## config.mk

```make
export PLATFORM = sky130hd
export DESIGN_NAME = hazard_unit_flat
export DESIGN_NICKNAME = d
export VERILOG_FILES = /design/src/rtl/hazard_unit_if.sv /design/src/rtl/hazard_unit.sv /design/src/flat_wrapper.sv
export SDC_FILE = /design/constraint.sdc
export NUM_CORES = 1
export LEC_CHECK = 0
export BUFFER_PORTS_ARGS = -buffer_cell sky130_fd_sc_hd__buf_4
export CORE_ASPECT_RATIO = 0.6
export CORE_MARGIN = 5
export CORE_UTILIZATION = 49
export DETAILED_ROUTE_END_ITERATION = 10
export PLACE_DENSITY = 0.91
export SYNTH_ARGS = -nofsm -noshare
export SYNTH_HDL_FRONTEND = slang
export SYNTH_SLANG_ARGS = --single-unit
```

## constraint.sdc

```tcl
create_clock -name clock -period 4.8 [get_ports clock]
set_input_delay 0.96 -clock clock [delete_from_list [all_inputs] [get_ports clock]]
set_output_delay 0.96 -clock clock [all_outputs]
set_load 0.05 [all_outputs]
```

## src/rtl/hazard_unit_if.sv

```systemverilog
// Bus bundle between the hazard unit and the pipeline datapath / decode stage.
// The hazard unit uses the slave modport; the datapath side uses master.
interface hazard_unit_if;
  logic [7:0]  irq_req;
  logic [7:0]  irq_ack;
  logic        dec_stall_fetch;
  logic        dec_stall_decode;
  logic        halt;
  logic        illegal_opcode_exception;
  logic        return_in_pipeline;
  logic        reti_retired;
  logic        stall_fetch;
  logic        stall_decode;
  logic [2:0]  hazard_prog_cntr_sel;
  logic        inst_word_sel;
  logic [31:0] hazard_inst_word;
  logic [13:0] prog_cntr_int_addr;
  logic        in_service;
  logic        halted;
  logic        mask_wr_en;
  logic [7:0]  mask_wr_data;

  modport slave (
    input  irq_req, dec_stall_fetch, dec_stall_decode, halt,
           illegal_opcode_exception, return_in_pipeline, reti_retired,
           mask_wr_en, mask_wr_data,
    output irq_ack, stall_fetch, stall_decode, hazard_prog_cntr_sel,
           inst_word_sel, hazard_inst_word, prog_cntr_int_addr,
           in_service, halted
  );

  modport master (
    output irq_req, dec_stall_fetch, dec_stall_decode, halt,
           illegal_opcode_exception, return_in_pipeline, reti_retired,
           mask_wr_en, mask_wr_data,
    input  irq_ack, stall_fetch, stall_decode, hazard_prog_cntr_sel,
           inst_word_sel, hazard_inst_word, prog_cntr_int_addr,
           in_service, halted
  );
endinterface

```

## src/rtl/hazard_unit.sv

```systemverilog
// Pipeline hazard unit: interrupt/exception entry (drain, inject call word, service) and halt.
// Optional HAZARD_IRQ_MASK_EN adds a writable 8-bit interrupt mask register.
module hazard_unit #(
  parameter logic [13:0] VECTOR_BASE  = 14'h0040,
  parameter logic [13:0] EXC_VECTOR   = 14'h0008,
  parameter logic [31:0] HW_CALL_WORD = 32'hBC00_0000
) (
  input logic          clock,
  input logic          nreset,
  hazard_unit_if.slave bus
);

  typedef enum logic [2:0] {
    ST_IDLE    = 3'd0,
    ST_DRAIN   = 3'd1,
    ST_INJECT  = 3'd2,
    ST_SERVICE = 3'd3,
    ST_HALTED  = 3'd4
  } state_t;

  state_t      state_q, state_d;
  logic [13:0] addr_q, addr_d;
  logic        irq_entry_q, irq_entry_d;
  logic [2:0]  irq_idx_q, irq_idx_d;
  logic [7:0]  irq_ack_q, irq_ack_d;
  logic [2:0]  sel_q, sel_d;
  logic        inject_q, inject_d;
  logic        force_stall_q, force_stall_d;
  logic        in_service_q, in_service_d;
  logic        halted_q, halted_d;
  logic [7:0]  mask_s;
  logic [7:0]  pending_s;
  logic        pend_any_s;
  logic [2:0]  win_idx_s;
  logic [13:0] irq_vec_s;

  function automatic logic [2:0] prio_idx(input logic [7:0] req);
    prio_idx = 3'd0;
    for (int i = 7; i >= 0; i--) begin
      if (req[i]) prio_idx = 3'(i);
    end
  endfunction

`ifdef HAZARD_IRQ_MASK_EN
  logic [7:0] mask_q;

  // Interrupt mask register, all sources enabled out of reset.
  always_ff @(posedge clock or negedge nreset) begin
    if (!nreset) begin
      mask_q <= 8'hFF;
    end else if (bus.mask_wr_en) begin
      mask_q <= bus.mask_wr_data;
    end
  end
  assign mask_s = mask_q;
`else
  logic unused_mask_s;
  assign mask_s        = 8'hFF;
  assign unused_mask_s = ^{bus.mask_wr_en, bus.mask_wr_data};
`endif

  assign pending_s  = bus.irq_req & mask_s;
  assign pend_any_s = |pending_s;
  assign win_idx_s  = prio_idx(pending_s);
  assign irq_vec_s  = VECTOR_BASE + {8'd0, win_idx_s, 3'b000};

  // Next-state logic and entry-target latching.
  always_comb begin
    state_d     = state_q;
    addr_d      = addr_q;
    irq_entry_d = irq_entry_q;
    irq_idx_d   = irq_idx_q;
    case (state_q)
      ST_IDLE: begin
        if (bus.illegal_opcode_exception) begin
          state_d     = ST_DRAIN;
          addr_d      = EXC_VECTOR;
          irq_entry_d = 1'b0;
        end else if (bus.halt) begin
          state_d = ST_HALTED;
        end else if (pend_any_s) begin
          state_d     = ST_DRAIN;
          addr_d      = irq_vec_s;
          irq_entry_d = 1'b1;
          irq_idx_d   = win_idx_s;
        end else begin
          state_d = ST_IDLE;
        end
      end
      ST_DRAIN: begin
        if (bus.return_in_pipeline) state_d = ST_DRAIN;
        else                        state_d = ST_INJECT;
      end
      ST_INJECT: state_d = ST_SERVICE;
      ST_SERVICE: begin
        // An exception beats a simultaneous return-from-interrupt.
        if (bus.illegal_opcode_exception) begin
          state_d     = ST_DRAIN;
          addr_d      = EXC_VECTOR;
          irq_entry_d = 1'b0;
        end else if (bus.reti_retired) begin
          state_d = ST_IDLE;
        end else begin
          state_d = ST_SERVICE;
        end
      end
      ST_HALTED: begin
        if (pend_any_s) begin
          state_d     = ST_DRAIN;
          addr_d      = irq_vec_s;
          irq_entry_d = 1'b1;
          irq_idx_d   = win_idx_s;
        end else begin
          state_d = ST_HALTED;
        end
      end
      default: state_d = ST_IDLE;
    endcase
  end

  // Output decode of the upcoming state so every control is a flop output.
  always_comb begin
    irq_ack_d     = 8'h00;
    sel_d         = 3'b000;
    inject_d      = 1'b0;
    force_stall_d = 1'b0;
    in_service_d  = 1'b0;
    halted_d      = 1'b0;
    case (state_d)
      ST_DRAIN: begin
        sel_d         = 3'b100;
        force_stall_d = 1'b1;
        in_service_d  = 1'b1;
      end
      ST_INJECT: begin
        sel_d        = 3'b001;
        inject_d     = 1'b1;
        in_service_d = 1'b1;
        if (irq_entry_d) irq_ack_d = 8'h01 << irq_idx_d;
        else             irq_ack_d = 8'h00;
      end
      ST_SERVICE: in_service_d = 1'b1;
      ST_HALTED: begin
        sel_d         = 3'b100;
        force_stall_d = 1'b1;
        halted_d      = 1'b1;
      end
      ST_IDLE: sel_d = 3'b000;
      default: sel_d = 3'b000;
    endcase
  end

  // State and registered control outputs.
  always_ff @(posedge clock or negedge nreset) begin
    if (!nreset) begin
      state_q       <= ST_IDLE;
      addr_q        <= 14'h0000;
      irq_entry_q   <= 1'b0;
      irq_idx_q     <= 3'd0;
      irq_ack_q     <= 8'h00;
      sel_q         <= 3'b000;
      inject_q      <= 1'b0;
      force_stall_q <= 1'b0;
      in_service_q  <= 1'b0;
      halted_q      <= 1'b0;
    end else begin
      state_q       <= state_d;
      addr_q        <= addr_d;
      irq_entry_q   <= irq_entry_d;
      irq_idx_q     <= irq_idx_d;
      irq_ack_q     <= irq_ack_d;
      sel_q         <= sel_d;
      inject_q      <= inject_d;
      force_stall_q <= force_stall_d;
      in_service_q  <= in_service_d;
      halted_q      <= halted_d;
    end
  end

  // Stalls pass the decode requests through unless draining/halted or injecting.
  assign bus.stall_fetch  = force_stall_q | (~inject_q & bus.dec_stall_fetch);
  assign bus.stall_decode = force_stall_q | (~inject_q & bus.dec_stall_decode);

  assign bus.irq_ack              = irq_ack_q;
  assign bus.hazard_prog_cntr_sel = sel_q;
  assign bus.inst_word_sel        = inject_q;
  assign bus.hazard_inst_word     = HW_CALL_WORD;
  assign bus.prog_cntr_int_addr   = addr_q;
  assign bus.in_service           = in_service_q;
  assign bus.halted               = halted_q;

endmodule

```

## src/flat_wrapper.sv

```systemverilog
// flat-port wrapper written by rule: the top's interface ports become plain ports
module hazard_unit_flat 
#(
  parameter logic [13:0] VECTOR_BASE  = 14'h0040,
  parameter logic [13:0] EXC_VECTOR   = 14'h0008,
  parameter logic [31:0] HW_CALL_WORD = 32'hBC00_0000
)
  (clock, nreset, bus_irq_req, bus_dec_stall_fetch, bus_dec_stall_decode, bus_halt, bus_illegal_opcode_exception, bus_return_in_pipeline, bus_reti_retired, bus_mask_wr_en, bus_mask_wr_data, bus_irq_ack, bus_stall_fetch, bus_stall_decode, bus_hazard_prog_cntr_sel, bus_inst_word_sel, bus_hazard_inst_word, bus_prog_cntr_int_addr, bus_in_service, bus_halted);
  hazard_unit_if bus_i ();
  input logic clock;
  input logic nreset;
  input wire logic [$bits(bus_i.irq_req)-1:0] bus_irq_req;
  input wire logic [$bits(bus_i.dec_stall_fetch)-1:0] bus_dec_stall_fetch;
  input wire logic [$bits(bus_i.dec_stall_decode)-1:0] bus_dec_stall_decode;
  input wire logic [$bits(bus_i.halt)-1:0] bus_halt;
  input wire logic [$bits(bus_i.illegal_opcode_exception)-1:0] bus_illegal_opcode_exception;
  input wire logic [$bits(bus_i.return_in_pipeline)-1:0] bus_return_in_pipeline;
  input wire logic [$bits(bus_i.reti_retired)-1:0] bus_reti_retired;
  input wire logic [$bits(bus_i.mask_wr_en)-1:0] bus_mask_wr_en;
  input wire logic [$bits(bus_i.mask_wr_data)-1:0] bus_mask_wr_data;
  output wire logic [$bits(bus_i.irq_ack)-1:0] bus_irq_ack;
  output wire logic [$bits(bus_i.stall_fetch)-1:0] bus_stall_fetch;
  output wire logic [$bits(bus_i.stall_decode)-1:0] bus_stall_decode;
  output wire logic [$bits(bus_i.hazard_prog_cntr_sel)-1:0] bus_hazard_prog_cntr_sel;
  output wire logic [$bits(bus_i.inst_word_sel)-1:0] bus_inst_word_sel;
  output wire logic [$bits(bus_i.hazard_inst_word)-1:0] bus_hazard_inst_word;
  output wire logic [$bits(bus_i.prog_cntr_int_addr)-1:0] bus_prog_cntr_int_addr;
  output wire logic [$bits(bus_i.in_service)-1:0] bus_in_service;
  output wire logic [$bits(bus_i.halted)-1:0] bus_halted;
  assign bus_i.irq_req = bus_irq_req;
  assign bus_i.dec_stall_fetch = bus_dec_stall_fetch;
  assign bus_i.dec_stall_decode = bus_dec_stall_decode;
  assign bus_i.halt = bus_halt;
  assign bus_i.illegal_opcode_exception = bus_illegal_opcode_exception;
  assign bus_i.return_in_pipeline = bus_return_in_pipeline;
  assign bus_i.reti_retired = bus_reti_retired;
  assign bus_i.mask_wr_en = bus_mask_wr_en;
  assign bus_i.mask_wr_data = bus_mask_wr_data;
  assign bus_irq_ack = bus_i.irq_ack;
  assign bus_stall_fetch = bus_i.stall_fetch;
  assign bus_stall_decode = bus_i.stall_decode;
  assign bus_hazard_prog_cntr_sel = bus_i.hazard_prog_cntr_sel;
  assign bus_inst_word_sel = bus_i.inst_word_sel;
  assign bus_hazard_inst_word = bus_i.hazard_inst_word;
  assign bus_prog_cntr_int_addr = bus_i.prog_cntr_int_addr;
  assign bus_in_service = bus_i.in_service;
  assign bus_halted = bus_i.halted;
  hazard_unit #(.VECTOR_BASE(VECTOR_BASE), .EXC_VECTOR(EXC_VECTOR), .HW_CALL_WORD(HW_CALL_WORD)) u_core (.clock(clock), .nreset(nreset), .bus(bus_i));
endmodule
```

==> summary.txt <==
Run status
  – Run status: complete, no violations

Clock network
  – Post_cts resized: 0
  – Clock latency on the worst-skew pair: 0.28 ns
  – Largest buffer count on any clock path: 2
  – Clock H-tree levels: 2
  – Clock slew seen by the registers of the worst setup and hold paths: 0.07 ns
  – CTS hold repair buffers: 0
  – Clock tree from TritonCTS: built
  – CTS Buf Count: 5
  – Root Buffer Master: sky130_fd_sc_hd__clkbuf_8
  – Number of sinks on the clock net: 34
  – Post-CTS setup-driven buffer insertion count: 0

Setup path
  – Highest-delay cell along the critical path: sky130_fd_sc_hd__a21oi_1
  – Highest cell delay on the worst timing path: 0.59 ns
  – Crit path capture type: flip-flop
  – Number of buffer and inverter instances along the worst setup path: 1
  – Register-to-register setup slack: 2.72 ns
  – Required time at the endpoint of the critical path: 5.02 ns
  – Dominant delay contributor by cell family on the critical path: simple AND/OR/NAND/NOR gates
  – Cell-by-cell listing of the critical path: buf_4, nor4_4, nand2_1, a21oi_1, and2_1
  – Critical path launch point type: input port
  – Critical path type: in -> reg
  – Maximum fanout along the worst path: 10
  – Data arrival at the endpoint of the critical path: 2.62 ns

STA
  – Fmax: 0.416 GHz
  – Total Negative Setup Slacks: 0 ns
  – RSZ-0062 raised after global routing: false
  – Relative slew slack: 53.6%
  – Final setup fails: 0
  – Tightest Pin Transition: 0.696 ns
  – Fin. Hold Viols: 0
  – Final critical path time including I/O delays and setup: 2.40 ns
  – Final period util: 50.1%
  – Final worst clock skew: 0.00762 ns
  – Number of slew-limit violations in the final report: 0

Power and ir drop
  – Leakage power figure: 0.00106 µW
  – Power density over the cells: 575 nW/µm²
  – Combinational fraction of design power: 42.9%
  – Sequential group share of total power: 31.9%
  – Fraction of power consumed by the clock network: 25.3%
  – Switching power: 525 µW
  – Sw Share: 42.7%
  – Worst ir drop on vdd: 0.000279 V
  – Internal power: 706 µW

Route
  – Routed length on met3: 276 µm
  – Met2 WL post-DR: 1.71 mm
  – Detailed-router iteration count before antenna repair: 4
  – DR DRC count: 0
  – Number of nets still failing antenna checks after routing: 0
  – Via count: 1261
  – Wire length per cell: 14.4 µm
  – Routed length on met1: 1.75 mm
  – Vias per Instance: 4.83
  – Uppermost layer routed: met4
  – Detailed Route Iter0 Violations: 58
  – Detailed Route WL: 3.75 mm

GRT
  – Global-route wire length before repair: 6.06 mm
  – Total GRT Usage: 15.8%
  – Pin count of the biggest net entering global routing: 35
  – Vias in the first global route: 1205
  – Overflow after GRT: 0
  – Initial antenna violation count: 0

Finish
  – Share of layout cells above drive strength 1: 29.2%
  – Layout Area Growth over Synthesis: 21.0%
  – Leading cell types in the layout, fill and taps excluded: 44 x sky130_fd_sc_hd__buf_4, 34 x sky130_fd_sc_hd__dfrtp_1, 33 x sky130_fd_sc_hd__conb_1, 10 x sky130_fd_sc_hd__and2_1, 8 x sky130_fd_sc_hd__a21oi_1
  – Util after Layout: 63.7%
  – Most common cell after layout, fill and taps aside: sky130_fd_sc_hd__buf_4
  – Antenna diode count: 0
  – Count of nets after finishing: 240
  – Fillers: 295

Logic synthesis
  – Seq cells post-synth: 34
  – Synthesized cell area: 1770 µm²
  – Synth top area share: 48.0%
  – Asr flop ratio synth: 100%
  – Number of enable-type register cells in the synthesized netlist: 0
  – Average instance area after synthesis: 10.4 µm²
  – Sequential fraction of the synthesis area: 48.0%
  – Post-synthesis cell type count: 44
  – Area contributors post-synth: sky130_fd_sc_hd__dfrtp_1 48%, sky130_fd_sc_hd__buf_4 14%, sky130_fd_sc_hd__and2_1 3.5%, sky130_fd_sc_hd__nor4_4 2.4%, sky130_fd_sc_hd__a21oi_1 2.3%
  – Cell type with the largest total area after synthesis: sky130_fd_sc_hd__dfrtp_1
  – Ys Warns: 0
  – Gate count of the mapped netlist: 170
  – Primary flip-flop cell chosen by synthesis mapping: sky130_fd_sc_hd__dfrtp_1

Flow run
  – Max-capacitance violation count: 0

Hold path
  – Tightest Hold Check Type: reg -> reg

Placement
  – DP HPWL: 2.83 mm
  – Port Buf Inserts: 44
  – Routability cong.: 0.837

Floorplanning
  – Die X: 87.6 µm
  – Top-Level Pins: 87
  – Effective utilization at floorplan: 52.7%
  – Site Rows: 16
  – Area of the core region: 3360 µm²
  – Height of the chip: 56.6 µm
  – Total die area: 4960 µm²
[path summary, 6_finish.rpt]
| kind | from | depth (start not counted) | to |
|---|---|---|---|
| setup / recovery | bus_irq_req[3] | 5 | u_core.bus.prog_cntr_int_addr[0] |
| hold reg to reg | u_core.bus.prog_cntr_int_addr[11] | 1 | u_core.bus.prog_cntr_int_addr[11] |
| setup reg to reg | u_core.state_q[1] | 4 | u_core.bus.prog_cntr_int_addr[0] |
| min in group asynchronous | nreset | 1 | u_core.bus.irq_ack[2] |
| hold / removal | u_core.bus.prog_cntr_int_addr[11] | 1 | u_core.bus.prog_cntr_int_addr[11] |
| max in group asynchronous | nreset | 1 | u_core.bus.prog_cntr_int_addr[6] |
[power groups by stage]
stage | registers [µW] | logic [µW] | clock network [µW]
finish | 393 | 528 | 311
detailed placement | 395 | 522 | 0
global placement | 395 | 516 | 0
floorplan | 482 | 331 | 0
global route | 401 | 567 | 332
CTS | 392 | 527 | 317
[metrics by stage]
step / power, µW / cell area [µm²] / hold WS [ns] / std cells / worst slack [ns]
6_report: 1230 / 2140 / 0.487 / 261 / 2.40
5_1_grt: 1300 / 2140 / 0.511 / 261 / 2.26
4_1_cts: 1240 / 2140 / 0.494 / 261 / 2.41
3_5_place_dp: 917 / 2010 / 0.473 / 253 / 2.14
3_3_place_gp: 911 / 2010 / 0.470 / 253 / 2.17
2_1_floorplan: 813 / 1890 / 0.471 / 201 / 2.51
[flip-flops by register name (all words and copies together) (netlist names)]
register,count
u_core.bus.in_service,1
u_core.irq_entry_q,1
u_core.state_q,3
u_core.irq_idx_q,3
u_core.bus.halted,1
u_core.bus.prog_cntr_int_addr,14
u_core.bus.irq_ack,8
u_core.bus.hazard_prog_cntr_sel,2
u_core.bus.inst_word_sel,1
[metal layers]
metal  vias to the layer above  GRT usage [%]
met3                         2           6.29
met1                       598           21.8
met2                        40           23.9
li1                        621              -
met5                         -              0
met4                         0           2.41
[synth_stat cells, types with 3 or more instances]
master	count
sky130_fd_sc_hd__dfrtp_1	34
sky130_fd_sc_hd__a21oi_1	8
sky130_fd_sc_hd__nor2b_1	5
sky130_fd_sc_hd__inv_1	6
sky130_fd_sc_hd__nor3_1	4
sky130_fd_sc_hd__nand3_1	5
sky130_fd_sc_hd__nand2_1	5
sky130_fd_sc_hd__a211oi_1	4
sky130_fd_sc_hd__o21ai_0	6
sky130_fd_sc_hd__nor4_1	4
sky130_fd_sc_hd__nor2_1	7
sky130_fd_sc_hd__buf_4	34
sky130_fd_sc_hd__nor3b_1	3
sky130_fd_sc_hd__and2_1	10
[worst reg2reg max path: stages (launching register included)]
cell and delay, ns:
sky130_fd_sc_hd__dfrtp_1 0.48, sky130_fd_sc_hd__or2_0 0.47, sky130_fd_sc_hd__o211ai_1 0.23, sky130_fd_sc_hd__a21oi_1 0.61, sky130_fd_sc_hd__and2_1 0.23
[area by class of cell]
class | instances | area [µm²] | area share [%]
clock inverters | 3 | 68.8 | 3.21
repair buffers | 44 | 330 | 15.4
well taps | 45 | 56.3 | 2.63
clock buffers | 5 | 68.8 | 3.21
multi-input cells | 123 | 739 | 34.5
flip-flops and latches | 34 | 851 | 39.7
inverters | 7 | 28.8 | 1.34
[cell families (layout without fill, tap and decap cells)]
kind of cell	after synthesis	count (layout)	synth area share, %
simple gates	53	53	18.9
buf+inv	44	59	16.8
compound gates	37	37	15.9
flops	34	34	48.0
other cells	2	33	0.424
Note: power is estimated with default switching activity, not from simulation.
